<file path="config.mk">
export PLATFORM = sky130hd
export DESIGN_NAME = logs_pwm_capture
export DESIGN_NICKNAME = d
export VERILOG_FILES = /design/src/rtl/logs_pwm_capture.sv
export SDC_FILE = /design/constraint.sdc
export NUM_CORES = 1
export LEC_CHECK = 0
export CORE_AREA = 3 3 66 99
export CTS_CLUSTER_DIAMETER = 120
export CTS_CLUSTER_SIZE = 12
export DETAILED_ROUTE_END_ITERATION = 7
export DIE_AREA = 0 0 69 102
export PLACE_DENSITY = 0.73
export SYNTH_ARGS = -nofsm -noshare
export SYNTH_HDL_FRONTEND = slang
export SYNTH_SLANG_ARGS = --single-unit
</file>
<file path="constraint.sdc">
create_clock -name clk -period 4.83 [get_ports clk]
set_input_delay 1.2075 -clock clk [delete_from_list [all_inputs] [get_ports clk]]
set_output_delay 1.2075 -clock clk [all_outputs]
set_load 0.005 [all_outputs]
</file>
<file path="src/rtl/logs_pwm_capture.sv">
// PWM audio receiver: 2-flop sync, box-car integration over 2^WIN_LOG2 clocks,
// and a small valid/ready sample FIFO with a sticky overflow flag.
module logs_pwm_capture #(
  parameter int WIN_LOG2   = 8,
  parameter int DEPTH_LOG2 = 2
) (
  input  logic                  clk,
  input  logic                  rst_n,
  input  logic                  pwm_in,
  input  logic                  enable,
  output logic [WIN_LOG2:0]     sample_data,
  output logic                  sample_valid,
  input  logic                  sample_ready,
  output logic [DEPTH_LOG2:0]   fifo_level,
  output logic                  overflow,
  input  logic                  clear_ovf
);

  localparam int SW    = WIN_LOG2 + 1;
  localparam int DEPTH = 1 << DEPTH_LOG2;
  localparam int PW    = DEPTH_LOG2 + 1;
  localparam logic [PW-1:0] PTR_FULL = PW'(1) << DEPTH_LOG2;

  logic                sync1;
  logic                pwm_s;
  logic [WIN_LOG2-1:0] win_cnt;
  logic [SW-1:0]       acc;
  logic [SW-1:0]       push_val;
  logic                terminal;
  logic [PW-1:0]       wr_ptr;
  logic [PW-1:0]       rd_ptr;
  logic [SW-1:0]       mem [DEPTH];
  logic                full;
  logic                pop;
  logic                push_ok;
  logic                drop;

  always_ff @(posedge clk or negedge rst_n) begin
    if (!rst_n) begin
      sync1 <= 1'b0;
      pwm_s <= 1'b0;
    end else begin
      sync1 <= pwm_in;
      pwm_s <= sync1;
    end
  end

  // The terminal cycle's own pwm_s is folded into the pushed value, so exactly
  // 2^WIN_LOG2 clocks contribute while acc never needs more than WIN_LOG2 bits.
  assign terminal = enable && (win_cnt == '1);
  assign push_val = acc + SW'(pwm_s);

  always_ff @(posedge clk or negedge rst_n) begin
    if (!rst_n) begin
      win_cnt <= '0;
      acc     <= '0;
    end else if (!enable || terminal) begin
      win_cnt <= '0;
      acc     <= '0;
    end else begin
      win_cnt <= win_cnt + 1'b1;
      acc     <= push_val;
    end
  end

  assign full    = ((wr_ptr ^ rd_ptr) == PTR_FULL);
  assign pop     = sample_valid && sample_ready;
  assign push_ok = terminal && (!full || pop);
  assign drop    = terminal && full && !pop;

  // A push into a full FIFO with a pop lands in the slot being popped this edge.
  always_ff @(posedge clk or negedge rst_n) begin
    if (!rst_n) begin
      wr_ptr     <= '0;
      rd_ptr     <= '0;
      fifo_level <= '0;
      for (int i = 0; i < DEPTH; i++) mem[i] <= '0;
    end else begin
      if (push_ok) begin
        mem[wr_ptr[DEPTH_LOG2-1:0]] <= push_val;
        wr_ptr <= wr_ptr + 1'b1;
      end
      if (pop) rd_ptr <= rd_ptr + 1'b1;
      case ({push_ok, pop})
        2'b10:   fifo_level <= fifo_level + 1'b1;
        2'b01:   fifo_level <= fifo_level - 1'b1;
        default: fifo_level <= fifo_level;
      endcase
    end
  end

  always_ff @(posedge clk or negedge rst_n) begin
    if (!rst_n)         overflow <= 1'b0;
    else if (drop)      overflow <= 1'b1;
    else if (clear_ovf) overflow <= 1'b0;
  end

  assign sample_valid = (fifo_level != '0);
  assign sample_data  = mem[rd_ptr[DEPTH_LOG2-1:0]];

endmodule

</file>
==> metrics.txt, run 1 <==
status finished, final reports clean; clk_lat worst skew 340 ps; kind of critical path register to primary output; Core Util, Final 61.6%; Via density 5.35; Setup Skew 13.9 ps; peak supply drop 0.377 mV; NetSw 0.352 mW; pin count of the biggest net entering global routing 40; # resized after CTS 0; CTS H-tree depth 3; Reg power frac 49.2%; worst min path class register to register; CP cell instances mux4_2 -> clkdlybuf4s50_1; gp weighted congestion 0.759; die area 0.00704 mm^2; grt ovf 0; CP required 3620 ps; WHS Path Cells 0; I/O pins 20; share of layout cells above drive strength 1 28.9%; WL per Instance 17.4 um; # rows 34; number of global-route vias before repair 1828; Crit Path Max Fanout 12; Leakage 1.68 nW; starting DRC count in detailed routing 50; Die Width 69 um; CP max stage delay 830 ps; drt total wl 5.55 mm; max cap viols 0; Post-DP HPWL 3.91 mm; DRT antenna net count 0; Worst path depth 2; post-synthesis cell area 0.00311 mm^2; core area 0.00579 mm^2; # Post-CTS Setup Buffers 0; NumNets Final 257; register area share after synthesis 52.3%; port bufs 19; unrepaired setup endpoints after global routing no; final-report max-slew violation count 0; relative slew slack 42.2%; top-area cell type share of the netlist area 52.3%; PD cells 374 mW/mm^2; Max clock buf depth 2; Worst-Margin Slew 867 ps; FF+latch count, synth 65; delay-heaviest family, CP flip-flops; Synth Warn # 0; sw frac 26.4%; Syn Area/Cell 14.5 um^2; CP Capture Type primary output; Ant. Diodes 0; TritonCTS clock tree done; fmax 291 MHz; clock-pin slew of the registers on the worst-case setup and hold paths 70 ps; Tmin final 3440 ps; vias 1702; Final Hold Fails 0; cts hold-fix bufs 0; Cell Int Power 0.982 mW; Synth area leader dfrtp_1; CP arrival 2230 ps; Clock Power Share 36.1%; first-pass GRT wire length 9.40 mm; dominant cells by area after synthesis dfrtp_1 (52%), mux2_4 (13%), mux4_2 (6.5%), xnor2_1 (3.7%), ha_1 (3.6%); Synth Instances 214; GRT Overall Usage 17.8%; Synth cell types 29; Initial DRT Pass Iterations 4; CTS Buf Count 9; CTS sink cnt 65; Combinational Power Share 14.7%; DRC viols 0; CP bufs+invs 1; chip height 102 um; Fin Setup TNS 0 ps; Root Buffer clkbuf_8; worst r2r path cells 9; final worst-path cycle share 71.2%; synth-to-layout area growth 14.7%; setup violators final 0; Syn Nets 230; Startpoint Class register; CP max-delay cell dfrtp_1; antenna violations before repair 0; initial core utilization 53.7%
## power by group through the flow
stage / clock network, mW / registers, mW / logic [mW]
6_report: 0.482 / 0.657 / 0.196
5_1_grt: 0.520 / 0.664 / 0.217
4_1_cts: 0.492 / 0.659 / 0.200
3_5_place_dp: 0 / 0.669 / 0.198
3_3_place_gp: 0 / 0.668 / 0.194
2_1_floorplan: 0 / 0.619 / 0.162
## sequential cells by signal, summed over array words and instances (netlist names)
register / flops
wr_ptr: 3
fifo_level: 3
win_cnt: 8
sync1: 1
overflow: 1
mem: 36
rd_ptr: 3
acc: 9
pwm_s: 1
## cell usage in the layout, fill, tap and decap left out, drive strengths merged, types with 7 or more instances in the layout
master and instances:
nand3 7, nor2 8, clkdlybuf4s50 18, dfrtp 65, ha 9, and3 7, mux2 37, nand2 10
inv 8, xnor2 13, clkbuf 13, xor2 10, mux4 9
## path summary, 6_finish.rpt
kind,from,to,slack [ps]
hold / removal,sync1,pwm_s,360
max in group asynchronous,rst_n,wr_ptr[1],2960
setup reg to reg,rd_ptr[0],fifo_level[2],2190
hold reg to reg,sync1,pwm_s,360
setup / recovery,rd_ptr[0],sample_data[2],1390
min in group asynchronous,rst_n,mem[5],980
## cell families after synthesis
family	synth area share [%]
XOR/XNOR	6.48
adder cells (fa/ha/maj)	4.27
multiplexers	23.5
AO/OA/AOI/OAI	0.886
flip-flops	52.3
AND/OR/NAND/NOR	9.90
buffers and inverters	2.62
## metal layers
layer / vias up / track usage (%) / routed length, um
met3: 9 / 4.43 / 157
met5: - / 0 / 0
met4: 0 / 8.12 / 106
met2: 23 / 31.4 / 3000
met1: 870 / 20.4 / 2280
li1: 800 / - / -
## cell usage after synthesis (all sizes together)
| cell | instances |
|---|---|
| nand4 | 4 |
| xor2 | 10 |
| o31ai | 1 |
| mux2 | 37 |
| and4 | 3 |
| ha | 9 |
| nand3 | 7 |
| or3 | 1 |
| and2 | 3 |
| clkbuf | 2 |
| nand2 | 10 |
| mux4 | 9 |
| inv | 8 |
| o22ai | 1 |
| buf | 5 |
| nor2b | 4 |
| nor3b | 3 |
| nor2 | 8 |
| fa | 1 |
| xnor2 | 13 |
| mux2i | 1 |
| nor3 | 2 |
| dfrtp | 65 |
| and3 | 7 |
## cell type report
type	instances	area (um^2)
clock buffer	13	139
clock inverter	3	65.1
fill	480	2220
inverter	8	30.0
multi-input combinational	134	1400
sequential	65	1630
tap	72	90.1
timing repair buffer	23	215
## worst register-to-register path: cells and delay by family, from the launching register on
family / cells / cell delay [ps]
flops: 1 / 830
buf+inv: 1 / 60
xor+xnor: 3 / 520
simple gates: 3 / 580
fa+ha+maj: 2 / 590
## stage by stage
stage | cell area [um^2] | setup slack, ps | power [mW] | instances | hold WS [ps]
after floorplan | 3110 | 2130 | 0.781 | 214 | 331
after global placement | 3360 | 1490 | 0.861 | 302 | 334
after detailed placement | 3360 | 1420 | 0.867 | 302 | 354
after CTS | 3570 | 1330 | 1.35 | 318 | 361
after global routing | 3570 | 1270 | 1.40 | 318 | 366
final | 3570 | 1390 | 1.33 | 318 | 359
Power figures use the tool's default switching activity.
==> run 2: changes to the inputs <==
==> constraint.sdc (replaced) <==
create_clock -name clk -period 3.35 [get_ports clk]
set_input_delay 0.8375 -clock clk [delete_from_list [all_inputs] [get_ports clk]]
set_output_delay 0.8375 -clock clk [all_outputs]
set_load 0.005 [all_outputs]
==> run 2 against run 1 <==
Compared with the run above: global-route usage decreased by 0.24 points; via count increased by 3.3%; die area unchanged; critical path type unchanged; clock-buffer cell count increased by 1; utilization increased by 0.67 points; cell count increased by 0.94%; clock skew decreased by 7.4 ps; worst hold slack improved by 2.0 ps; clock power increased by 41%; combinational power increased by 64%.
==> metrics.txt, run 2 (synthesis results as in run 1) <==
status finished, final reports clean; CTS sink cnt 65 (unchanged); CP arrival 2050 ps (-180 ps); CTS Buf Count 9 (unchanged); Largest register FFs 36 (unchanged); met3 WL 194 um (+24%); kind of critical path register to primary output; fmax 347 MHz; max cap viols 0 (unchanged); sw frac 26.4% (+0.053 points); port bufs 19 (unchanged); Final Hold Fails 0 (unchanged); final worst-path cycle share 86.1%; DRT antenna net count 0 (unchanged); # Post-CTS Setup Buffers 0 (unchanged); I/O pins 20 (unchanged); PD cells 532 mW/mm^2 (+42%); WL per Instance 16.5 um (-5.7%); TritonCTS clock tree done; Max clock buf depth 2 (unchanged); Worst path depth 3 (+1); vias 1759 (+3.3%); CP required 2510 ps (-1110 ps); CP cell instances buf_4 -> mux4_2 -> clkdlybuf4s50_1; starting DRC count in detailed routing 70 (+40%); gp weighted congestion 0.726 (-4.3%); drt total wl 5.28 mm (-4.8%); cts hold-fix bufs 0 (unchanged); Fin Setup TNS 0 ps (unchanged); worst min path class register to register; Crit Path Max Fanout 9 (-3); R2R Path Start rd_ptr[1]; DRC viols 0 (unchanged); Setup Skew 6.47 ps (-7.42 ps); unrepaired setup endpoints after global routing no; initial core utilization 53.7% (unchanged); CTS H-tree depth 3 (unchanged); Tmin final 2880 ps; delay-heaviest family, CP buffers and inverters; commonest non-fill, non-tap cell in the layout dfrtp_1; wire length on met1 2.25 mm (-1.1%); Worst R2R End fifo_level[2]; antenna violations before repair 0 (unchanged); NumNets Final 260 (+1.2%); non-filler cells, final 321 (+0.94%); CP Capture Type primary output; Leakage 1.71 nW (+1.5%); CP max stage delay 520 ps (-310 ps); Clock Power Share 35.5% (-0.6 points); Post-DP HPWL 3.64 mm (-6.8%); relative slew slack 53.6% (+11 points); pin count of the biggest net entering global routing 36 (-10%); top routing layer in use met4; most frequent cells in the layout dfrtp_1 (65), mux2_4 (27), clkdlybuf4s50_1 (18); # resized after CTS 0 (unchanged); share of layout cells above drive strength 1 30.5% (+1.7 points); CP max-delay cell mux4_2; GRT Overall Usage 17.6% (-0.24 points); first-pass GRT wire length 9.52 mm (+1.3%); die area 0.00704 mm^2 (unchanged); Die Width 69 um (unchanged); CP startpoint rd_ptr[0]; CP bufs+invs 2 (+1); setup violators final 0 (unchanged); synth-to-layout area growth 16.0%; Root Buffer clkbuf_8; # rows 34 (unchanged); final-report max-slew violation count 0 (unchanged); peak supply drop 0.447 mV (+18%); flop2flop setup slack 890 ps (-1300 ps); NetSw 0.507 mW (+44%); Worst Setup EP sample_data[2]; Worst-Margin Slew 696 ps (-171 ps); chip height 102 um (unchanged); number of global-route vias before repair 1943 (+6.3%); Top reg by flops mem; Via density 5.48 (+2.4%); Core Util, Final 62.3% (+0.67 points); worst r2r path cells 9 (unchanged); grt ovf 0 (unchanged); clk_lat worst skew 340 ps (about the same); total power 1.92 mW (+44%); Combinational Power Share 16.8% (+2.1 points); Initial DRT Pass Iterations 4 (unchanged); Cell Int Power 1.41 mW (+44%); clock-pin slew of the registers on the worst-case setup and hold paths 70 ps (about the same); Ant. Diodes 0 (unchanged); core area 0.00579 mm^2 (unchanged); Startpoint Class register; Largest regs mem (36), acc (9), win_cnt (8); Placed Cells 305 (+0.99%); Reg power frac 47.7% (-1.5 points); Met2 Wirelength 2.70 mm (-10%)
## run 2: worst min path at each step
stage	end	depth (start not counted)	slack (ps)	startpoint
after floorplan	pwm_s	0	330	sync1
after global placement	pwm_s	0	340	sync1
after detailed placement	pwm_s	0	340	sync1
after CTS	pwm_s	0	360	sync1
after global routing	pwm_s	0	380	sync1
final	pwm_s	0	360	sync1
## run 2: cell type report
class / count / area (um^2)
multi-input cells: 134 / 1400
fillers: 464 / 2180
clock inverters: 2 / 35.0
flip-flops and latches: 65 / 1630
repair buffers: 26 / 250
inverters: 8 / 30.0
well taps: 72 / 90.1
clock buffers: 14 / 173
## run 2: routing by layer
layer	vias to the layer above	track usage, %
met4	0	9.02
li1	806	-
met1	909	21.7
met2	35	29.2
met3	9	3.84
met5	-	0
## run 2: metrics by stage
step	worst slack (ps)	instance area (um^2)	hold WS [ps]
2_1_floorplan	1020	3110	331
3_3_place_gp	437	3400	336
3_5_place_dp	391	3400	343
4_1_cts	419	3600	365
5_1_grt	379	3600	375
6_report	466	3600	361
## run 2: power groups by stage
stage / Combinational [mW] / Sequential (mW) / Clock, mW
2_1_floorplan: 0.233 / 0.893 / 0
3_3_place_gp: 0.328 / 0.932 / 0
3_5_place_dp: 0.328 / 0.930 / 0
4_1_cts: 0.330 / 0.916 / 0.701
5_1_grt: 0.361 / 0.922 / 0.737
6_report: 0.322 / 0.914 / 0.681
